==> config.mk <==
export PLATFORM = sky130hd
export DESIGN_NAME = decode_imm_ctrl
export DESIGN_NICKNAME = d
export VERILOG_FILES = /design/src/rtl/decode_imm_ctrl.sv
export SDC_FILE = /design/constraint.sdc
export NUM_CORES = 1
export LEC_CHECK = 0
export BUFFER_PORTS_ARGS = -buffer_cell sky130_fd_sc_hd__buf_4
export CAP_MARGIN = 20
export CORE_ASPECT_RATIO = 2
export CORE_MARGIN = 1
export CORE_UTILIZATION = 40
export CTS_BUF_LIST = sky130_fd_sc_hd__clkbuf_8
export DETAILED_ROUTE_END_ITERATION = 8
export PLACE_DENSITY = 0.72
export SYNTH_ARGS = -nofsm -noshare
export SYNTH_HDL_FRONTEND = slang
export SYNTH_SLANG_ARGS = --single-unit
==> constraint.sdc <==
create_clock -name clk -period 2.9 [get_ports clk]
set_clock_uncertainty 0.15 [all_clocks]
set_input_delay 0.29 -clock clk [delete_from_list [all_inputs] [get_ports clk]]
set_output_delay 0.29 -clock clk [all_outputs]
set_load 0.05 [all_outputs]
==> src/rtl/decode_imm_ctrl.sv <==
// Decode-stage controller: two-entry skid buffer in front of an external immediate
// generator, with load-use bubble insertion and flush handling toward execute.
module decode_imm_ctrl #(
  parameter int          XLEN      = 32,
  parameter logic [31:0] NOP_INSTR = 32'h00000013
) (
  input  logic            clk,
  input  logic            rst_n,
  input  logic            in_valid,
  output logic            in_ready,
  input  logic [XLEN-1:0] in_instr,
  input  logic [XLEN-1:0] in_pc,
  input  logic            flush,
  input  logic            ex_load_valid,
  input  logic [4:0]      ex_rd,
  output logic [2:0]      gen_ImmType,
  output logic [XLEN-1:0] gen_instr,
  input  logic [XLEN-1:0] gen_imm,
  output logic            out_valid,
  input  logic            out_ready,
  output logic [XLEN-1:0] out_instr,
  output logic [XLEN-1:0] out_pc,
  output logic [XLEN-1:0] out_imm,
  output logic            out_illegal
);

  typedef enum logic [1:0] {
    EMPTY = 2'd0,
    ONE   = 2'd1,
    TWO   = 2'd2
  } buf_state_t;

  localparam logic [2:0] IMM_I = 3'd0;
  localparam logic [2:0] IMM_S = 3'd1;
  localparam logic [2:0] IMM_B = 3'd2;
  localparam logic [2:0] IMM_U = 3'd3;
  localparam logic [2:0] IMM_J = 3'd4;

  buf_state_t state_q, state_d;

  logic [XLEN-1:0] head_instr_q, head_pc_q;
  logic [XLEN-1:0] skid_instr_q, skid_pc_q;

  logic [6:0] opcode;
  logic [4:0] rs1, rs2;
  logic [2:0] imm_type;
  logic       imm_zero;
  logic       dec_illegal;
  logic       uses_rs1;
  logic       uses_rs2;

  logic head_present;
  logic out_free;
  logic hazard;
  logic accept;
  logic pop;
  logic bubble;

  assign opcode = head_instr_q[6:0];
  assign rs1    = head_instr_q[19:15];
  assign rs2    = head_instr_q[24:20];

  // Opcode decode of the head entry; R-type and unknown opcodes carry no immediate.
  always_comb begin
    imm_type    = IMM_I;
    imm_zero    = 1'b0;
    dec_illegal = 1'b0;
    uses_rs1    = 1'b1;
    uses_rs2    = 1'b0;
    case (opcode)
      7'b0010011, 7'b0000011, 7'b1100111, 7'b1110011: imm_type = IMM_I;
      7'b0100011: begin
        imm_type = IMM_S;
        uses_rs2 = 1'b1;
      end
      7'b1100011: begin
        imm_type = IMM_B;
        uses_rs2 = 1'b1;
      end
      7'b0110111, 7'b0010111: begin
        imm_type = IMM_U;
        uses_rs1 = 1'b0;
      end
      7'b1101111: begin
        imm_type = IMM_J;
        uses_rs1 = 1'b0;
      end
      7'b0110011: begin
        imm_zero = 1'b1;
        uses_rs2 = 1'b1;
      end
      default: begin
        imm_zero    = 1'b1;
        dec_illegal = 1'b1;
      end
    endcase
  end

  assign gen_ImmType = imm_type;
  assign gen_instr   = head_instr_q;

  assign head_present = (state_q != EMPTY);
  assign out_free     = !out_valid || out_ready;
  assign hazard       = head_present && ex_load_valid && (ex_rd != 5'd0) &&
                        ((uses_rs1 && (rs1 == ex_rd)) || (uses_rs2 && (rs2 == ex_rd)));
  assign accept       = in_valid && in_ready && !flush;
  assign pop          = out_free && head_present && !hazard && !flush;
  assign bubble       = out_free && hazard && !flush;

  always_ff @(posedge clk or negedge rst_n) begin
    if (!rst_n) begin
      state_q <= EMPTY;
    end else begin
      state_q <= state_d;
    end
  end

  always_comb begin
    state_d = state_q;
    if (flush) begin
      state_d = EMPTY;
    end else begin
      case (state_q)
        EMPTY:   if (accept) state_d = ONE;
        ONE: begin
          if (accept && !pop) state_d = TWO;
          else if (pop && !accept) state_d = EMPTY;
        end
        TWO:     if (pop) state_d = ONE;
        default: state_d = EMPTY;
      endcase
    end
  end

  // Ready is a flop so fetch never sees a combinational path from execute.
  always_ff @(posedge clk or negedge rst_n) begin
    if (!rst_n) begin
      in_ready <= 1'b1;
    end else begin
      in_ready <= (state_d != TWO);
    end
  end

  always_ff @(posedge clk or negedge rst_n) begin
    if (!rst_n) begin
      head_instr_q <= '0;
      head_pc_q    <= '0;
      skid_instr_q <= '0;
      skid_pc_q    <= '0;
    end else if (!flush) begin
      if (accept && ((state_q == EMPTY) || ((state_q == ONE) && pop))) begin
        head_instr_q <= in_instr;
        head_pc_q    <= in_pc;
      end else if (pop && (state_q == TWO)) begin
        head_instr_q <= skid_instr_q;
        head_pc_q    <= skid_pc_q;
      end
      if (accept && (state_q == ONE) && !pop) begin
        skid_instr_q <= in_instr;
        skid_pc_q    <= in_pc;
      end
    end
  end

  // A bubble keeps the stalled instruction's PC; only the NOP encoding matters downstream.
  always_ff @(posedge clk or negedge rst_n) begin
    if (!rst_n) begin
      out_valid   <= 1'b0;
      out_instr   <= NOP_INSTR;
      out_pc      <= '0;
      out_imm     <= '0;
      out_illegal <= 1'b0;
    end else if (flush) begin
      out_valid <= 1'b0;
    end else if (pop) begin
      out_valid   <= 1'b1;
      out_instr   <= head_instr_q;
      out_pc      <= head_pc_q;
      out_imm     <= imm_zero ? '0 : gen_imm;
      out_illegal <= dec_illegal;
    end else if (bubble) begin
      out_valid   <= 1'b1;
      out_instr   <= NOP_INSTR;
      out_pc      <= head_pc_q;
      out_imm     <= '0;
      out_illegal <= 1'b0;
    end else if (out_ready) begin
      out_valid <= 1'b0;
    end
  end

endmodule

==> metrics.txt <==
Post-route DRC=0; async set-or-reset flop fraction in the synthesized netlist=100.0%; GP Congestion=0.8315; GRT overflow=0; Rel. slew slack=33.51%; status=finished, final reports clean; CTS Sinks=229; final setup fails=0; layout cell share with drive strength beyond 1=32.75%; Clk Latency, worst-skew pair=0.52 ns; critical path endpoint category=register; Die ar.=25960 sq um; vias in the first global route=8636; H-tree depth=2; Core ar.=24930 sq um; setup TNS=0 ns; CTS tree=yes; Synth top area share=55.67%; maxcap violations=0; Max Freq=0.3620 GHz; crit-path cells=o21ai_0 -> a21oi_1 -> and4b_1 -> or2_2 -> buf_12 -> buf_4 -> a221oi_1 -> a21oi_1; Synth warnings=0; first-pass GRT wire length=46.53 mm; number of library cell types mapped by synthesis=42; FF+latch count, synth=229; top area cells in the synthesized netlist=dfrtp_1 56%, a22o_1 11%, mux2_4 8.9%; main combinational cell family by area after synthesis=compound AO/OA/AOI/OAI gates; Synth Area in Compound Gates=21.21%; via-per-instance ratio=5.486; cts bufs inserted=35; Worst Path Required=3.14 ns; Synth Area in Adders=0%; worst setup margin=0.1377 ns; # rows=82; Post-Synth Simple-Gate Area=8.226%; Synth area leader=dfrtp_1; XOR/XNOR Fraction of Synth Area=0.8659%; register area share after synthesis=56.70%; Die X=114.4 microns; post-route ant nets=0; Hold/Removal Path Class=input pin to register; Initial Utilization=40.57%; Detailed Place HPWL=18.15 mm; first-pass detailed-route iteration total=5; Reg clk slew, reported paths=0.06 ns; Synth Flop Type=dfrtp_1; I/O Pins=241; Power Dens Cells=955.3 nW/um^2; synthesized cell area=10110 sq um; Layout Area Growth over Synthesis=39.51%; DRT iter0 DRCs=578; most used cell, CP=a21oi_1; worst-margin pin slew=0.9949 ns; Post-Place Setup Slack=0.1927 ns; post-synth net total=962; Final Max Slew Viols=0; period utilization=95.25%; CP max-delay cell=dfrtp_1; Syn Inst Count=855; WP data arrival=3.00 ns; WL per Instance=19.37 microns; Routed WL=29.91 mm; crit path time final=2.762 ns; post-synthesis mux area share=9.352%; PortBufs=240; CTS Root Cell=clkbuf_8; RSZ-0062 raised after global routing=false; initial antenna violation count=4; critical path startpoint category=register; VDD IR max=0.0005482 V; critical path class=register to register; CP max FO=48; Post-CTS Setup Bufs=0; gr usage total=22.81%; largest net degree at the start of global routing=82; placed cell count=1379; Commonest cells post-synth=225 x dfrtp_1, 125 x a22o_1, 102 x nand2_1; count leader, synth=dfrtp_1; Fin. Hold Viols=0; EDFF count, synth=0; Max Root-Sink Buffers=3; nets=1286; max incr delay on CP=0.48 ns; Pleak=6.692 nW; Layout Cells excl Fill=1544; via count=8470; synthesized area per cell=11.83 sq um; Die Y=226.9 microns; total power=13.48 mW
## logic make-up after synthesis
group | after synthesis
AOI/OAI and AO/OA | 277
DFF | 229
and+or+nand+nor | 199
buffers and inverters | 76
muxes | 64
xor gates and xnor gates | 10
## worst max-delay path: cells and delay by family, from the launching register on
family          cells  cell delay (ns)
simple gates        2             0.62
buf+inv             2             0.46
compound gates      4             0.90
flops               1             0.48
## routing by layer
metal / track usage, % / vias to the layer above / routed length (microns)
li1: - / 3840 / -
met3: 2.673 / 73 / 1414
met4: 10.68 / 0 / 1084
met1: 27.17 / 4261 / 11410
met2: 40.53 / 296 / 15990
met5: 0 / - / 0
## final cells by class
class                      count  area, sq um
antenna                        5        12.51
clock buffer                  41        564.3
clock inverter                20        191.4
fill                        2043        10820
inverter                       2        7.507
multi-input combinational    550         4063
sequential                   229         5737
tap                          336        420.4
timing repair buffer         361         3115
## flip-flops by register name (all words and copies together), names as in the netlist
signal        flops
out_pc           32
in_ready          1
gen_instr        32
state_q           2
skid_instr_q     32
skid_pc_q        32
out_illegal       1
head_pc_q        32
out_imm          32
out_valid         1
out_instr        32
## power breakdown
group          total [mW]  switching, mW  internal (mW)  leakage [nW]
logic                5.46           3.33           2.13          3.47
registers            5.08          0.836           4.25          2.79
clock network        2.94           1.29           1.65         0.428
## layout by cell type (no fill, tap or decap), types with 2 or more instances in the layout
master | netlist | layout
xor2_1 | 10 | 10
mux2_4 | 60 | 60
dlygate4sd3_1 | 0 | 99
o21ai_0 | 6 | 6
buf_4 | 0 | 249
nand2b_1 | 5 | 5
buf_12 | 0 | 12
mux2_2 | 4 | 4
o31ai_1 | 2 | 2
clkinv_2 | 0 | 5
a221oi_1 | 64 | 64
clkbuf_8 | 0 | 41
nand3_1 | 3 | 3
a21oi_1 | 69 | 69
diode_2 | 0 | 5
o22a_1 | 3 | 3
nor2_1 | 71 | 69
nand2_1 | 102 | 102
a22o_1 | 125 | 125
dfrtp_1 | 225 | 224
bufinv_16 | 0 | 4
inv_1 | 2 | 12
nor3_1 | 2 | 2
dfstp_2 | 4 | 4
## repair_timing
| item | 4_1_cts | 5_1_grt |
|---|---|---|
| hold buffers | 99 | 0 |
| hold endpoints to repair | 238 | 0 |
| gates resized for setup | 0 | 1 |
| setup endpoints to repair | 0 | 1 |
## path summary, 6_finish.rpt
| path | from | cells past startpoint | slack, ns | endpoint |
|---|---|---|---|---|
| worst max-delay path | state_q[1]$_DFF_PN0_ | 8 | 0.14 | head_pc_q[22]$_DFFE_PN0P_ |
| worst min-delay path | out_ready | 3 | 0.06 | in_ready$_DFF_PN1_ |
| worst max register to register | state_q[1]$_DFF_PN0_ | 8 | 0.14 | head_pc_q[22]$_DFFE_PN0P_ |
| worst min register to register | head_pc_q[6]$_DFFE_PN0P_ | 2 | 0.32 | out_pc[6]$_DFFE_PN0P_ |
| max in group asynchronous | rst_n | 3 | 1.56 | in_ready$_DFF_PN1_ |
| min in group asynchronous | rst_n | 2 | 0.19 | out_pc[27]$_DFFE_PN0P_ |
## through the flow
stage               instance area (sq um)  hold slack (ns)  utilization (%)
floorplan                           10110          -0.1556                -
global placement                    12350           0.1799            49.54
detailed placement                  12350           0.1873            49.54
CTS                                 14100          0.03478            56.54
global route                        14110          0.06526            56.59
finish                              14110          0.06138            56.60
(Power assumes the default switching activity.)
